**config.mk**
```make
export PLATFORM = sky130hd
export DESIGN_NAME = mem_stage
export DESIGN_NICKNAME = d
export VERILOG_FILES = /design/src/rtl/mem_stage_pkg.sv /design/src/rtl/mem_stage_load_align.sv /design/src/rtl/mem_stage.sv
export SDC_FILE = /design/constraint.sdc
export NUM_CORES = 1
export LEC_CHECK = 0
export CAP_MARGIN = 30
export CORE_ASPECT_RATIO = 2
export CORE_MARGIN = 8
export CORE_UTILIZATION = 47
export CTS_CLUSTER_DIAMETER = 60
export DETAILED_ROUTE_END_ITERATION = 10
export GPL_ROUTABILITY_DRIVEN = 1
export PLACE_DENSITY = 0.86
export SYNTH_ARGS = -nofsm -noshare
export SYNTH_HDL_FRONTEND = slang
export SYNTH_SLANG_ARGS = --single-unit
```
**constraint.sdc**
```tcl
create_clock -name clk_i -period 4 [get_ports clk_i]
set_input_delay 0.8 -clock clk_i [delete_from_list [all_inputs] [get_ports clk_i]]
set_output_delay 0.8 -clock clk_i [all_outputs]
set_load 0.005 [all_outputs]
```
**src/rtl/mem_stage_pkg.sv**
```systemverilog
// mem_stage_pkg: shared types for the memory stage (pipeline registers, widths, FSM states)
package mem_stage_pkg;

    typedef enum logic [1:0] {BYTE = 2'd0, HALF = 2'd1, WORD = 2'd2} mem_width_e;

    typedef enum logic [1:0] {IDLE, WAIT, DRAIN} mem_fsm_e;

    typedef enum logic [1:0] {SRC_ALU = 2'd0, SRC_MEM = 2'd1, SRC_PC = 2'd2, SRC_CSR = 2'd3} rf_wr_src_e;

    typedef struct packed {
        logic [31:0] alu_out;
        logic [31:0] next_pc;
        logic [31:0] csr_out;
        logic        rf_wr_en;
        rf_wr_src_e  rf_wr_src;
        logic        mem_read;
        logic        mem_sign;
        mem_width_e  mem_width;
    } exec_state_t;

    typedef struct packed {
        logic [4:0] rs1;
        logic [4:0] rs2;
        logic [4:0] rd;
    } reg_meta_t;

    typedef struct packed {
        logic stall;
        logic squash;
    } stage_ctrl_t;

    typedef struct packed {
        logic [31:0] alu_out;
        logic [31:0] next_pc;
        logic [31:0] csr_out;
        logic [31:0] load_data;
        logic        rf_wr_en;
        rf_wr_src_e  rf_wr_src;
        logic        mem_err;
    } mem_state_t;

endpackage

```
**src/rtl/mem_stage_load_align.sv**
```systemverilog
// load_align: extracts the addressed byte/half/word from a read word and sign- or zero-extends it
module load_align
    import mem_stage_pkg::*;
(
    input  logic [31:0] rdata_i,
    input  logic [1:0]  off_i,
    input  mem_width_e  width_i,
    input  logic        sign_i,
    output logic [31:0] data_o
);

    logic [7:0]  b;
    logic [15:0] h;

    assign b = 8'(rdata_i >> {off_i, 3'b000});
    assign h = off_i[1] ? rdata_i[31:16] : rdata_i[15:0];
    assign data_o = width_i == BYTE ? {{24{sign_i & b[7]}}, b}
                  : width_i == HALF ? {{16{sign_i & h[15]}}, h}
                  : rdata_i;

endmodule

```
**src/rtl/mem_stage.sv**
```systemverilog
// mem_stage: load alignment, bounded wait on slow memory, hold buffer and MEM/WB register
module mem_stage
    import mem_stage_pkg::*;
#(
    parameter int TIMEOUT = 16
) (
    input  logic        clk_i,
    input  logic        rst_ni,
    input  logic        valid_i,
    input  exec_state_t exec_state_i,
    input  reg_meta_t   reg_meta_i,
    input  stage_ctrl_t stage_ctrl_i,
    input  logic        dmem_rvalid_i,
    input  logic [31:0] dmem_rdata_i,
    output logic        stall_req_o,
    output logic        fwd_valid_o,
    output logic [4:0]  fwd_rd_o,
    output logic [31:0] fwd_data_o,
    output logic        valid_o,
    output mem_state_t  mem_state_o,
    output reg_meta_t   reg_meta_o
);

    localparam int CW = $clog2(TIMEOUT);

    mem_fsm_e      fsm_q, fsm_d;
    logic [CW-1:0] cnt_q, cnt_d;
    logic          hold_vld_q, hold_vld_d;
    logic          hold_err_q, hold_err_d;
    logic [31:0]   hold_data_q, hold_data_d;
    logic          valid_q, valid_d;
    mem_state_t    state_q, state_d;
    reg_meta_t     meta_q;

    logic        load, need, last, rv_ok, tmo, resp, avail, upd, ld_err;
    logic [31:0] aligned, ld_data;

    load_align u_align (
        .rdata_i (dmem_rdata_i),
        .off_i   (exec_state_i.alu_out[1:0]),
        .width_i (exec_state_i.mem_width),
        .sign_i  (exec_state_i.mem_sign),
        .data_o  (aligned)
    );

    // need: a live load whose data is not already parked in the hold buffer
    assign load   = valid_i & exec_state_i.mem_read & ~stage_ctrl_i.squash;
    assign need   = load & ~hold_vld_q;
    assign last   = cnt_q == CW'(TIMEOUT - 1);
    assign rv_ok  = need & dmem_rvalid_i & (fsm_q != DRAIN);
    assign tmo    = need & last & ~rv_ok & (fsm_q != IDLE);
    assign resp   = rv_ok | tmo;
    assign avail  = hold_vld_q | resp;
    assign upd    = ~stage_ctrl_i.stall & ~stall_req_o;
    assign ld_data = hold_vld_q ? hold_data_q : tmo ? 32'd0 : aligned;
    assign ld_err  = hold_vld_q ? hold_err_q : tmo;

    assign stall_req_o = load & ~avail;
    assign fwd_rd_o    = reg_meta_i.rd;
    assign fwd_valid_o = valid_i & exec_state_i.rf_wr_en & (reg_meta_i.rd != 5'd0) & (~load | avail);
    assign fwd_data_o  = exec_state_i.rf_wr_src == SRC_MEM ? ld_data
                       : exec_state_i.rf_wr_src == SRC_PC  ? exec_state_i.next_pc
                       : exec_state_i.rf_wr_src == SRC_CSR ? exec_state_i.csr_out
                       : exec_state_i.alu_out;

    always_comb begin
        fsm_d = fsm_q;
        cnt_d = '0;
        case (fsm_q)
            IDLE: fsm_d = need & ~dmem_rvalid_i ? WAIT : IDLE;
            WAIT: begin
                fsm_d = ~need ? (dmem_rvalid_i ? IDLE : DRAIN) : rv_ok ? IDLE : tmo ? DRAIN : WAIT;
                cnt_d = fsm_d == WAIT ? cnt_q + 1'b1 : '0;
            end
            DRAIN: begin
                // first rvalid here belongs to the abandoned request; a waiting load keeps counting
                fsm_d = tmo ? DRAIN : dmem_rvalid_i ? (need ? WAIT : IDLE) : DRAIN;
                cnt_d = need & ~tmo ? cnt_q + 1'b1 : '0;
            end
            default: fsm_d = IDLE;
        endcase
    end

    assign hold_vld_d  = ~upd & (hold_vld_q | resp);
    assign hold_data_d = ld_data;
    assign hold_err_d  = ld_err;

    assign valid_d = valid_i & ~stage_ctrl_i.squash;
    assign state_d = '{
        alu_out:   exec_state_i.alu_out,
        next_pc:   exec_state_i.next_pc,
        csr_out:   exec_state_i.csr_out,
        load_data: load ? ld_data : 32'd0,
        rf_wr_en:  exec_state_i.rf_wr_en,
        rf_wr_src: exec_state_i.rf_wr_src,
        mem_err:   load & ld_err
    };

    always_ff @(posedge clk_i) begin
        if (!rst_ni) begin
            fsm_q       <= IDLE;
            cnt_q       <= '0;
            hold_vld_q  <= 1'b0;
            hold_err_q  <= 1'b0;
            hold_data_q <= '0;
            valid_q     <= 1'b0;
            state_q     <= '0;
            meta_q      <= '0;
        end else begin
            fsm_q       <= fsm_d;
            cnt_q       <= cnt_d;
            hold_vld_q  <= hold_vld_d;
            hold_err_q  <= hold_err_d;
            hold_data_q <= hold_data_d;
            if (upd) begin
                valid_q <= valid_d;
                state_q <= state_d;
                meta_q  <= reg_meta_i;
            end
        end
    end

    assign valid_o     = valid_q;
    assign mem_state_o = state_q;
    assign reg_meta_o  = meta_q;

endmodule

```
## After elaboration in Yosys (flattened, before gate mapping)

Cells that the tools add are included.

- Register bits: 188
- Word-level logic and storage cells: 86
- Output and inout port bits: 187
- Bits of input ports: 156

- Reductions and logical operators: 4
- Bitwise gates (word level): 33
- Multiplexer cells: 22
- Equality and inequality tests: 9
- Shifts and indexed selects: 1
- Add/sub/neg operators: 1

Operators by type and width:

| operator | number |
|---|---|
| 32-bit 2-to-1 mux | 8 |
| 32-bit by 5-bit right shift with 8-bit output | 1 |
| 1-bit bitwise AND | 20 |
| 16-bit 2-to-1 mux | 1 |
| 2-bit 2-to-1 mux | 6 |
| 1-bit NOT | 10 |
| 2-bit by 1-bit == test with 1-bit output, second input constant | 4 |
| 4-bit 2-to-1 mux | 2 |
| 4-bit one-hot mux with 2 select lines | 1 |
| 2-bit == test, second input constant | 3 |
| 2-bit one-hot mux with 3 select lines | 1 |
| 5-bit nonzero test | 1 |
| 4-bit by 1-bit adder with 4-bit output, second input constant | 1 |
| 4-bit == test, second input constant | 1 |
| 2-bit zero test | 2 |
| 1-bit 2-to-1 mux | 3 |
| 1-bit bitwise OR | 3 |
| 2-bit inequality test, second input constant | 1 |
| 2-bit nonzero test | 1 |

## Logic depth before layout (Yosys ltp)

- Depth after elaboration: 16
- Mapped depth: 11
- Mapped depth without buffers: 7

## Cells and area by module

From an unflattened synthesis, not the netlist that was laid out.

- Cells, all modules: 1620
- Area, all modules: 12248.0 µm²

By module, submodules not included:

| module | area each (µm²) | sequential area each (µm²) | times used | cells each |
|---|---|---|---|---|
| mem_stage | 11308.3 | 3763.6 | 1 | 1485 |
| load_align | 939.7 | 0.0 | 1 | 135 |

## Worst setup path after synthesis

Ideal clock, no wire load.

- Path type: input -> output
- Start point: input exec_state_i[1] (netlist name)
- End point: output fwd_data_o[21]
- Buffers on the path: 2
- Cell stages on the path: 7
- Required time: 3.200 ns
- Slack: 1.124 ns
- Arrival time: 2.076 ns
- Cell sequence: buf_2 -> clkinv_1 -> nand2_1 -> o31a_4 -> buf_6 -> a32oi_2 -> a21oi_1

- Longest elaborated chain between the ends: 6
- Elaborated cells on any way between the ends: 7
- Classes of those cells: 1 x eq/ne; 5 x mux; 1 x reduce/logical

RTL lines:

| what | line | text |
|---|---|---|
| start: declaration | mem_stage.sv:10 | `input exec_state_t exec_state_i,` |
| 2-bit by 1-bit == test with 1-bit output | mem_stage_load_align.sv:18 | `: width_i == HALF ? {{16{sign_i & h[15]}}, h}` |
| 32-bit 2-to-1 mux | mem_stage_load_align.sv:18 |  |
| 32-bit 2-to-1 mux * | mem_stage_load_align.sv:17 | `assign data_o = width_i == BYTE ? {{24{sign_i & b[7]}}, b}` |
| 32-bit 2-to-1 mux * (2 in series) | mem_stage.sv:55 | `assign ld_data = hold_vld_q ? hold_data_q : tmo ? 32'd0 : aligned;` |
| 32-bit 2-to-1 mux * | mem_stage.sv:61 | `assign fwd_data_o = exec_state_i.rf_wr_src == SRC_MEM ? ld_data` |
| end: declaration | mem_stage.sv:18 | `output logic [31:0] fwd_data_o,` |

Every way passes the cells marked *; elsewhere a longest branch is shown, timed or not.

## Worst setup path in the final report

- Start point: input exec_state_i[3] (netlist name)
- End point: output fwd_data_o[21]

- Longest elaborated chain between the ends: 11
- Elaborated cells on any way between the ends: 12
- Classes of those cells: 3 x mux; 9 x bitwise

RTL lines:

| what | line | text |
|---|---|---|
| 1-bit bitwise AND * (2 in series) | mem_stage.sv:47 | `assign load = valid_i & exec_state_i.mem_read & ~stage_ctrl_i.squash;` |
| 1-bit bitwise AND * | mem_stage.sv:48 | `assign need = load & ~hold_vld_q;` |
| 1-bit bitwise AND (2 in series) | mem_stage.sv:50 | `assign rv_ok = need & dmem_rvalid_i & (fsm_q != DRAIN);` |
| 1-bit NOT | mem_stage.sv:51 | `assign tmo = need & last & ~rv_ok & (fsm_q != IDLE);` |
| 1-bit bitwise AND * (2 in series) | mem_stage.sv:51 |  |
| 32-bit 2-to-1 mux * (2 in series) | mem_stage.sv:55 |  |
| 32-bit 2-to-1 mux * | mem_stage.sv:61 |  |

Marks and branches as above.

==> results.tsv <==
metric	value	unit
area delta synth->final	52.0	%
ys flop type	dfxtp_1	
pwr/cell area	374	nW/um2
combinational fraction of design power	19.6	%
Yosys warnings	0	
Met3 Routed Length	2510	um
clock group share of total power	38.1	%
Total GRT Usage	28.8	%
WL final	34100	um
# rows	69	
leading post-synthesis cells by cell area	dfxtp_1, nand2_1, a21oi_1	
peak supply drop	319	uV
Setup TNS	0	ps
buffer depth of the longest clock path	2	
register area share after synthesis	44.6	%
outcome	finished clean	
CP Max Fanout	16	
Slew @ Worst Pin	836	ps
CTS tree	built	
drt drc	0	
wire length per cell	21.6	um
Root Buffer	clkbuf_16	
post-layout net count	1514	
Die ar.	22700	um2
Horiz. Die Dim	111	um
Util after Layout	72.4	%
CTS Buf Count	17	
Synth Cell Area	8430	um2
multi-input logic area	4240	um2
post-synth cell types	54	
post-DR vias/cell	5.66	
Max H-tree Level	4	
Initial Util	47.7	%
# placed instances	1547	
RSZ-0062 raised after global routing	false	
core area	17700	um2
Tcrit/Tclk final	97.9	%
internal power	0.00355	W
kind of start point of the critical path	input port	
Final Slew Violations	0	
DR pass1 iterations	6	
reg2reg path depth	9	
flip-flop and latch area	3760	um2
IO Pins	343	
Final setup viols	0	
hpwl dp	26200	um
Hold/Removal Path Class	flop to flop	
CP endpoint kind	output port	
Max Cap Viol	0	
syn_area_per_cell	8.17	um2
Iter 0 DRT Violations	463	
Mapped Cells	1032	
critical path startpoint	exec_state_i[3]	
register share of total power	42.2	%
Leak	5.04	nW
die height	205	um
pre-CTS setup slack	-54.9	ps
clk_skew	14.5	ps
R2R Path Start	fsm_q[0]	
antenna violations before repair	4	
Tmin final	3920	ps
vias in the first global route	9158	
vias	8956	
global-route wire length before repair	51600	um
layout cells sized above 1	9.01	%
Post-CTS Setup Bufs	0	
final hold violations	0	
switching pwr	0.00124	W
post-synth top area share	44.6	%
GP Congestion	0.961	
CP Data Arrival Time	3120	ps
wire length on met2	17100	um
non-filler instance count after layout	1582	
Yosys reg bits	188	
Tot Pwr	0.00479	W
pin count of the biggest net entering global routing	117	
required time worst endpoint	3200	ps
Sw Share	25.9	%
FMAX	0.255	GHz
async set or reset register ratio after synthesis	0	%
final worst slack	82.6	ps
DR top layer	met4	
Post-DRT Antenna Nets	0	
Layout fillers	1301	
clock transition at the registers of the reported paths	60	ps
GRT overflow	0	
met1 WL	12400	um
syn nets	1193	
hold depth	2	
Max-Slew Margin vs Limit	44.2	%
crit path kind	input port to output port	
Worst Hold Launch	mem_state_o[16]	
Clk Latency, worst-skew pair	430	ps
number of synthesized flops with an enable pin	0	
Synth area leader	dfxtp_1	
# port buffers	342	
clock sinks	188	
[synthesized netlist by cell type, types with 3 or more instances]
cell,number
nand2_1,304
dfxtp_1,188
a21oi_1,152
clkbuf_1,49
mux2i_1,47
nor2_1,42
o31ai_1,25
a32oi_1,24
buf_2,24
o21ai_0,18
nand2b_1,17
a32oi_2,16
o21ai_1,15
buf_4,11
a2111oi_0,8
a221oi_1,7
a2bb2oi_1,7
nor3_1,7
nor4_1,7
buf_1,6
ha_1,5
inv_1,5
nand3_1,5
a22oi_1,4
a22oi_2,4
buf_6,3
[layout by cell type, fill, tap and decap left out, types with 4 or more instances in the layout]
cell type        synthesis  layout
clkdlybuf4s50_1          0     331
nand2_1                304     304
dfxtp_1                188     187
a21oi_1                152     152
buf_4                   11      49
mux2i_1                 47      47
nor2_1                  42      41
o31ai_1                 25      25
a32oi_1                 24      24
o21ai_0                 18      18
nand2b_1                17      17
clkbuf_16                0      17
a32oi_2                 16      16
o21ai_1                 15      15
nor4_1                   7       7
a2111oi_0                8       7
a2bb2oi_1                7       7
nor3_1                   7       7
a22oi_2                  4       6
a221oi_1                 7       6
dlygate4sd2_1            0       6
inv_1                    5       5
nand3_1                  5       5
ha_1                     5       5
buf_12                   0       5
diode_2                  0       4
inv_6                    0       4
bufinv_16                0       4
[worst max-delay path, stage by stage]
cell             delay [ps]
clkdlybuf4s50_1         480
and3b_1                 290
a31oi_4                 240
o31a_4                  230
buf_12                  180
a32oi_2                 120
a21oi_1                 210
clkdlybuf4s50_1         550
[layout make-up]
| cell class | count | share of cell area (%) |
|---|---|---|
| inverters | 7 | 0.225 |
| diodes | 4 | 0.0781 |
| multi-input cells | 744 | 33.0 |
| flip-flops and latches | 188 | 29.4 |
| well taps | 213 | 2.08 |
| clock buffers | 20 | 3.56 |
| repair buffers | 395 | 30.2 |
| clock inverters | 11 | 1.41 |
[flip-flops by register name, indices dropped and copies added, names as in the netlist]
name,cells
cnt_q,4
fsm_q,2
hold_data_q,32
hold_err_q,1
hold_vld_q,1
mem_state_o,132
reg_meta_o,15
valid_o,1
[kinds of logic after synthesis]
kind of cell | after synthesis | synth area share, %
mux | 48 | 5.76
buf+inv | 100 | 5.56
compound gates | 291 | 23.5
simple gates | 398 | 19.6
fa+ha+maj | 5 | 0.742
flops | 188 | 44.6
xor+xnor | 2 | 0.208
[metal layers]
layer,vias to the layer above,track usage (%)
met1,4227,30.7
li1,4249,-
met3,97,8.55
met5,-,0
met2,383,48.1
met4,0,19.6
[worst paths after layout]
path | to | slack [ps]
max | fwd_data_o[21] | 80
min | mem_state_o[16] | 450
max reg2reg | mem_state_o[46] | 1560
min reg2reg | mem_state_o[16] | 450
[stage by stage]
step                      cell area, um2  hold WS [ps]
after floorplan                     8430           418
after global placement             12200           427
after detailed placement           12200           442
final                              12800           451
after CTS                          12800           451
after global routing               12800           469
[power by group through the flow]
stage | clock, W | combinational, W | sequential, W
floorplan | 0 | 0.000375 | 0.00206
global placement | 0 | 0.000925 | 0.00206
detailed placement | 0 | 0.000935 | 0.00206
CTS | 0.00185 | 0.000939 | 0.00202
global route | 0.00193 | 0.00100 | 0.00203
finish | 0.00183 | 0.000940 | 0.00202
[timing repair]
item,CTS,global route
hold endpoints to repair,0,0
endpoints found under the setup margin,16,14
resized for setup,8,5
pin swaps,0,0
hold buffers,0,0
No activity file was read; power rests on OpenSTA's default activity.
